--- src/rtl/pipelined_barrel_shifter.sv ---
// Pipelined barrel shifter with a valid/ready stream interface.
// Supports logical shift, arithmetic shift and rotate in both directions.
// Stage k applies a 2^k step when bit k of the carried amount is set.
// The last stage is the output register, so latency is $clog2(WIDTH) cycles.
// A single global advance signal moves the whole pipeline or holds it.
// Optional feature macro: SHIFT_FLAGS_EN adds the out_zero and out_carry flags.
module pipelined_barrel_shifter #(
  parameter int WIDTH = 32,
  parameter int TAG_W = 4,
  localparam int SH_W = $clog2(WIDTH),
  localparam int LAT  = $clog2(WIDTH)
) (
  input  logic             clk,
  input  logic             rst,
  input  logic             in_valid,
  output logic             in_ready,
  input  logic [WIDTH-1:0] in_data,
  input  logic [SH_W-1:0]  in_amt,
  input  logic             in_dir,
  input  logic [1:0]       in_op,
  input  logic [TAG_W-1:0] in_tag,
  output logic             out_valid,
  input  logic             out_ready,
  output logic [WIDTH-1:0] out_data,
  output logic [TAG_W-1:0] out_tag
`ifdef SHIFT_FLAGS_EN
  ,
  output logic             out_zero,
  output logic             out_carry
`endif
);

  if (WIDTH < 4 || (WIDTH & (WIDTH - 1)) != 0) begin : g_bad_width
    $error("pipelined_barrel_shifter: WIDTH must be a power of two >= 4");
  end

  // One pipeline step: shift/rotate by 2^s when bit s of the amount is set.
  // Arithmetic right uses the current MSB, which always equals the original
  // sign bit because every earlier arithmetic step preserved it.
  function automatic logic [WIDTH-1:0] f_step(
    input logic [WIDTH-1:0] d,
    input logic [SH_W-1:0]  amt,
    input logic             dir,
    input logic [1:0]       op,
    input int unsigned      s
  );
    logic [WIDTH-1:0] r;
    int unsigned      sh;
    sh = 32'd1 << s;
    r  = d;
    if (amt[s]) begin
      case (op)
        2'b10:   r = dir ? ((d >> sh) | (d << (WIDTH - sh)))
                         : ((d << sh) | (d >> (WIDTH - sh)));
        2'b01:   r = dir ? $unsigned($signed(d) >>> sh) : (d << sh);
        default: r = dir ? (d >> sh) : (d << sh);
      endcase
    end
    return r;
  endfunction

  logic [WIDTH-1:0] r_data [LAT];
  logic [SH_W-1:0]  r_amt  [LAT];
  logic             r_dir  [LAT];
  logic [1:0]       r_op   [LAT];
  logic [TAG_W-1:0] r_tag  [LAT];
  logic             r_vld  [LAT];

  logic             w_adv;
  logic [WIDTH-1:0] w_next [LAT];

  assign w_adv     = !r_vld[LAT-1] || out_ready;
  assign in_ready  = w_adv;
  assign out_valid = r_vld[LAT-1];
  assign out_data  = r_data[LAT-1];
  assign out_tag   = r_tag[LAT-1];

  // Next data value for every stage: stage 0 from the input port, others from the previous stage.
  always_comb begin
    w_next[0] = f_step(in_data, in_amt, in_dir, in_op, 0);
    for (int unsigned k = 1; k < LAT; k++) begin
      w_next[k] = f_step(r_data[k-1], r_amt[k-1], r_dir[k-1], r_op[k-1], k);
    end
  end

  // Pipeline registers: all stages advance together or all hold.
  always_ff @(posedge clk or posedge rst) begin
    if (rst) begin
      for (int unsigned k = 0; k < LAT; k++) begin
        r_data[k] <= '0;
        r_amt[k]  <= '0;
        r_dir[k]  <= 1'b0;
        r_op[k]   <= '0;
        r_tag[k]  <= '0;
        r_vld[k]  <= 1'b0;
      end
    end else if (w_adv) begin
      r_data[0] <= w_next[0];
      r_amt[0]  <= in_amt;
      r_dir[0]  <= in_dir;
      r_op[0]   <= in_op;
      r_tag[0]  <= in_tag;
      r_vld[0]  <= in_valid;
      for (int unsigned k = 1; k < LAT; k++) begin
        r_data[k] <= w_next[k];
        r_amt[k]  <= r_amt[k-1];
        r_dir[k]  <= r_dir[k-1];
        r_op[k]   <= r_op[k-1];
        r_tag[k]  <= r_tag[k-1];
        r_vld[k]  <= r_vld[k-1];
      end
    end
  end

`ifdef SHIFT_FLAGS_EN
  logic             r_carry [LAT];
  logic             r_zero;
  logic             w_carry;
  logic [SH_W-1:0]  w_lidx;

  // WIDTH is a power of two, so WIDTH - amt reduces to the negated amount.
  assign w_lidx    = '0 - in_amt;
  assign out_zero  = r_zero;
  assign out_carry = r_carry[LAT-1];

  // Last bit shifted out, taken from the original operand at acceptance.
  always_comb begin
    w_carry = 1'b0;
    if (in_op != 2'b10 && in_amt != '0) begin
      w_carry = in_dir ? in_data[in_amt - 1'b1] : in_data[w_lidx];
    end
  end

  // Flag registers travel with the data and hold under stall.
  always_ff @(posedge clk or posedge rst) begin
    if (rst) begin
      for (int unsigned k = 0; k < LAT; k++) begin
        r_carry[k] <= 1'b0;
      end
      r_zero <= 1'b0;
    end else if (w_adv) begin
      r_carry[0] <= w_carry;
      for (int unsigned k = 1; k < LAT; k++) begin
        r_carry[k] <= r_carry[k-1];
      end
      r_zero <= (w_next[LAT-1] == '0);
    end
  end
`endif

endmodule

--- config.mk ---
export PLATFORM = sky130hd
export DESIGN_NAME = pipelined_barrel_shifter
export DESIGN_NICKNAME = d
export VERILOG_FILES = /design/src/rtl/pipelined_barrel_shifter.sv
export SDC_FILE = /design/constraint.sdc
export NUM_CORES = 1
export LEC_CHECK = 0
export ABC_CLOCK_PERIOD_IN_PS = 9700
export BUFFER_PORTS_ARGS = -buffer_cell sky130_fd_sc_hd__clkbuf_2
export CAP_MARGIN = 20
export CORE_ASPECT_RATIO = 2
export CORE_MARGIN = 8
export CORE_UTILIZATION = 49
export DETAILED_ROUTE_END_ITERATION = 10
export HOLD_SLACK_MARGIN = 0.08
export PLACE_DENSITY_LB_ADDON = 0.12
export SETUP_SLACK_MARGIN = 0.15
export SLEW_MARGIN = 20
export SYNTH_ARGS = -nofsm -noshare
export SYNTH_HDL_FRONTEND = slang
export SYNTH_SLANG_ARGS = --single-unit
--- constraint.sdc ---
create_clock -name clk -period 9.7 [get_ports clk]
set_input_delay 1.94 -clock clk [delete_from_list [all_inputs] [get_ports clk]]
set_output_delay 1.94 -clock clk [all_outputs]
set_load 0.02 [all_outputs]
==> results.toml <==
[yosys]
synth_cells = 1258
synth-seq-cells = 207
netlist.area_leader.share = 0.439
yosysSeqAreaShare = 0.439
synth_top_cells_by_area = "dfrtp_1, mux2i_1, a211oi_1, a21o_1, nand2_1"
syn_nets = 1316
synth-edff-count = 0
synth-warning-count = 0
yosysUniqueCellTypes = 42
yosysTopAreaCell = "dfrtp_1"
syn_area_per_cell_um2 = 9.38
syn_area_mm2 = 0.0118
synth_ff_type = "dfrtp_1"
async_flop_share = 1.00

[critical_path]
arrival_ns = 3.44
critical_path.max_fanout = 202
cp.required_ns = 7.76
r2r_slack_ns = 7.02
critPathCaptureType = "output pin"
crit_type = "primary input to output pin"
cp-start-kind = "primary input"

[routing]
route.detailed.drc = 0
drt_first_pass_iters = 6
wl_per_cell_um = 18.7
vias = 8903
ant_nets = 0
drt_iter0_drc = 463
wl_mm = 28.6
vias_per_cell = 5.81

[pwr]
totalPowerFinal_w = 0.00442
netSwitchingFraction = 0.427
power_density_mw_per_mm2 = 354
power_switching_w = 0.00189
leakage_nw = 6.03
p_int_w = 0.00253
ir_drop_v = 0.000153
power.share.clock = 0.176
combPwrFrac = 0.435
pwr-share-seq = 0.389

[clock_tree]
htree_levels = 1
clock_sinks = 207
clock_latency_ns = 0.51
cts_max_path_buffers = 3
numCtsBuffers = 20
path_clk_slew_ns = 0.07
cts_tree = "yes"
cts_root_buf = "clkbuf_16"
postCtsSetupBuffers = 0
hold_buffers = 0
cts_resized = 0

[hold_path]
hold_path.class = "flop to flop"

[timing]
relSlewSlack = 0.291
clock_skew_ns = 0.00878
fin_crit_ns = 5.38
setup_ws_ns = 4.32
finalCritPeriodShare = 0.555
drv_slew = 0
rsz0062_at_grt = "false"
fin_tns_setup_ns = 0
setup_viol = 0
worst_pin_slew_ns = 1.06
final_hold_viol_count = 0
max_freq_mhz = 186

[cells_and_area]
syn2layout_area_growth_pct = 5.82
fin_cells = 1532
drive_above_1_share = 0.133
fin_nets = 1289
antenna_cells = 0
fillers = 2265

[grt]
grt_pass1_vias = 9066
grt_overflow = 0
grt_max_degree = 203
grt_pass1_wl_mm = 47.2
grt_use_total = 0.194
grt_antenna_before_repair = 0

[die]
floorplan.initialDensity = 0.498
ios = 86
dieArea_mm2 = 0.0296
row_count = 80
die_h_um = 235
core_mm2 = 0.0237
die_x_um = 126

[run]
maxCapViolations = 0

[place]
place.port_buffers = 85
place.gp.congestion = 0.859
detailedPlace.worstSlack_ns = 4.27
dp_hpwl_mm = 20.2
placedCellCount = 1496

[status]
status = "finished clean"
## cell usage in the layout, fill, tap and decap left out, drive strengths merged, types with 2 or more instances in the layout
cell type  netlist  final
dfrtp          207    207
nand2          142    142
nor2           138    138
a211oi         127    127
mux2i          113    113
clkbuf          30    108
a21o            99     99
o21ai           44     44
a21oi           42     42
o211ai          24     24
or2             23     23
a31oi           17     17
nor3            17     17
inv             16     16
and3b           14     14
and2            14     14
nor2b           14     14
nor3b           13     13
buf            116     13
o2111ai         10     10
ha              10     10
clkinv           0     10
nand2b           4      4
o21ba            4      4
and4b            4      4
o21a             3      3
o221ai           3      3
o211a            2      2
or3              2      2
## final cells by class
class	count	area, um^2	area share
multi-input cells	889	5700	0.456
inverters	16	70.1	0.00561
clock buffers	24	557	0.0446
well taps	287	359	0.0287
repair buffers	97	532	0.0426
clock inverters	12	91.3	0.00731
flip-flops and latches	207	5180	0.415
## synth_stat cells, types with 3 or more instances
cell and number:
ha_1 10, o21a_1 3, a21oi_1 42, nand2_1 142, o221ai_1 3, inv_1 14
and2_1 14, o2111ai_1 10, buf_4 56, o21ba_2 4, a31oi_1 17, nor2_1 138
nor2b_1 13, and4b_1 4, and3b_1 14, nand2b_1 4, or2_2 23, buf_2 55
nor3b_1 13, dfrtp_1 207, mux2i_1 113, o21ai_0 43, a211oi_1 125, buf_6 5
o211ai_1 24, nor3_1 16, clkbuf_1 28, a21o_1 99
## power groups by stage
stage                     Sequential (W)  Combinational (W)  Clock, W
after floorplan                  0.00153            0.00173         0
after global placement           0.00172            0.00190         0
after detailed placement         0.00174            0.00194         0
after CTS                        0.00172            0.00195  0.000806
after global routing             0.00177            0.00216  0.000831
final                            0.00172            0.00192  0.000780
## metrics by stage
step / instance area [um^2] / utilization / hold slack [ns]
final: 12500 / 0.527 / 0.459
after global routing: 12500 / 0.527 / 0.480
after CTS: 12500 / 0.526 / 0.464
after detailed placement: 11800 / 0.499 / 0.448
after global placement: 11800 / 0.499 / 0.443
after floorplan: 11800 / - / 0.430
## layer usage
metal	GRT usage	vias up	share of wire
met2	0.366	181	0.54
li1	-	4391	-
met4	0.117	0	0.053
met1	0.199	4259	0.38
met3	0.0216	72	0.029
met5	0	-	0
## final timing paths
path                                   end       from  cells after the start
min in group asynchronous       r_data[52]        rst                      2
worst max register to register  r_data[66]  out_valid                      5
worst max-delay path              in_ready  out_ready                      5
worst min-delay path              r_vld[1]   r_vld[1]                      2
worst min register to register    r_vld[1]   r_vld[1]                      2
max in group asynchronous          r_op[5]        rst                      3
## sequential cells by signal, summed over array words and instances (netlist names)
name	count
r_data	128
r_amt	10
r_op	8
r_vld	4
r_tag	16
r_dir	4
out_data	32
out_valid	1
out_tag	4
## kinds of logic after synthesis
family                   share of synthesized area
AND/OR/NAND/NOR                              0.151
AO/OA/AOI/OAI                                0.225
flip-flops                                   0.439
buffers and inverters                       0.0785
multiplexers                                0.0958
adder cells (fa/ha/maj)                     0.0106
## critical path, stage by stage
cell and delay (ns):
clkbuf_2 0.10, nor2b_4 0.12, buf_12 0.60, inv_4 0.37, clkbuf_2 0.27
(Power assumes the default switching activity.)
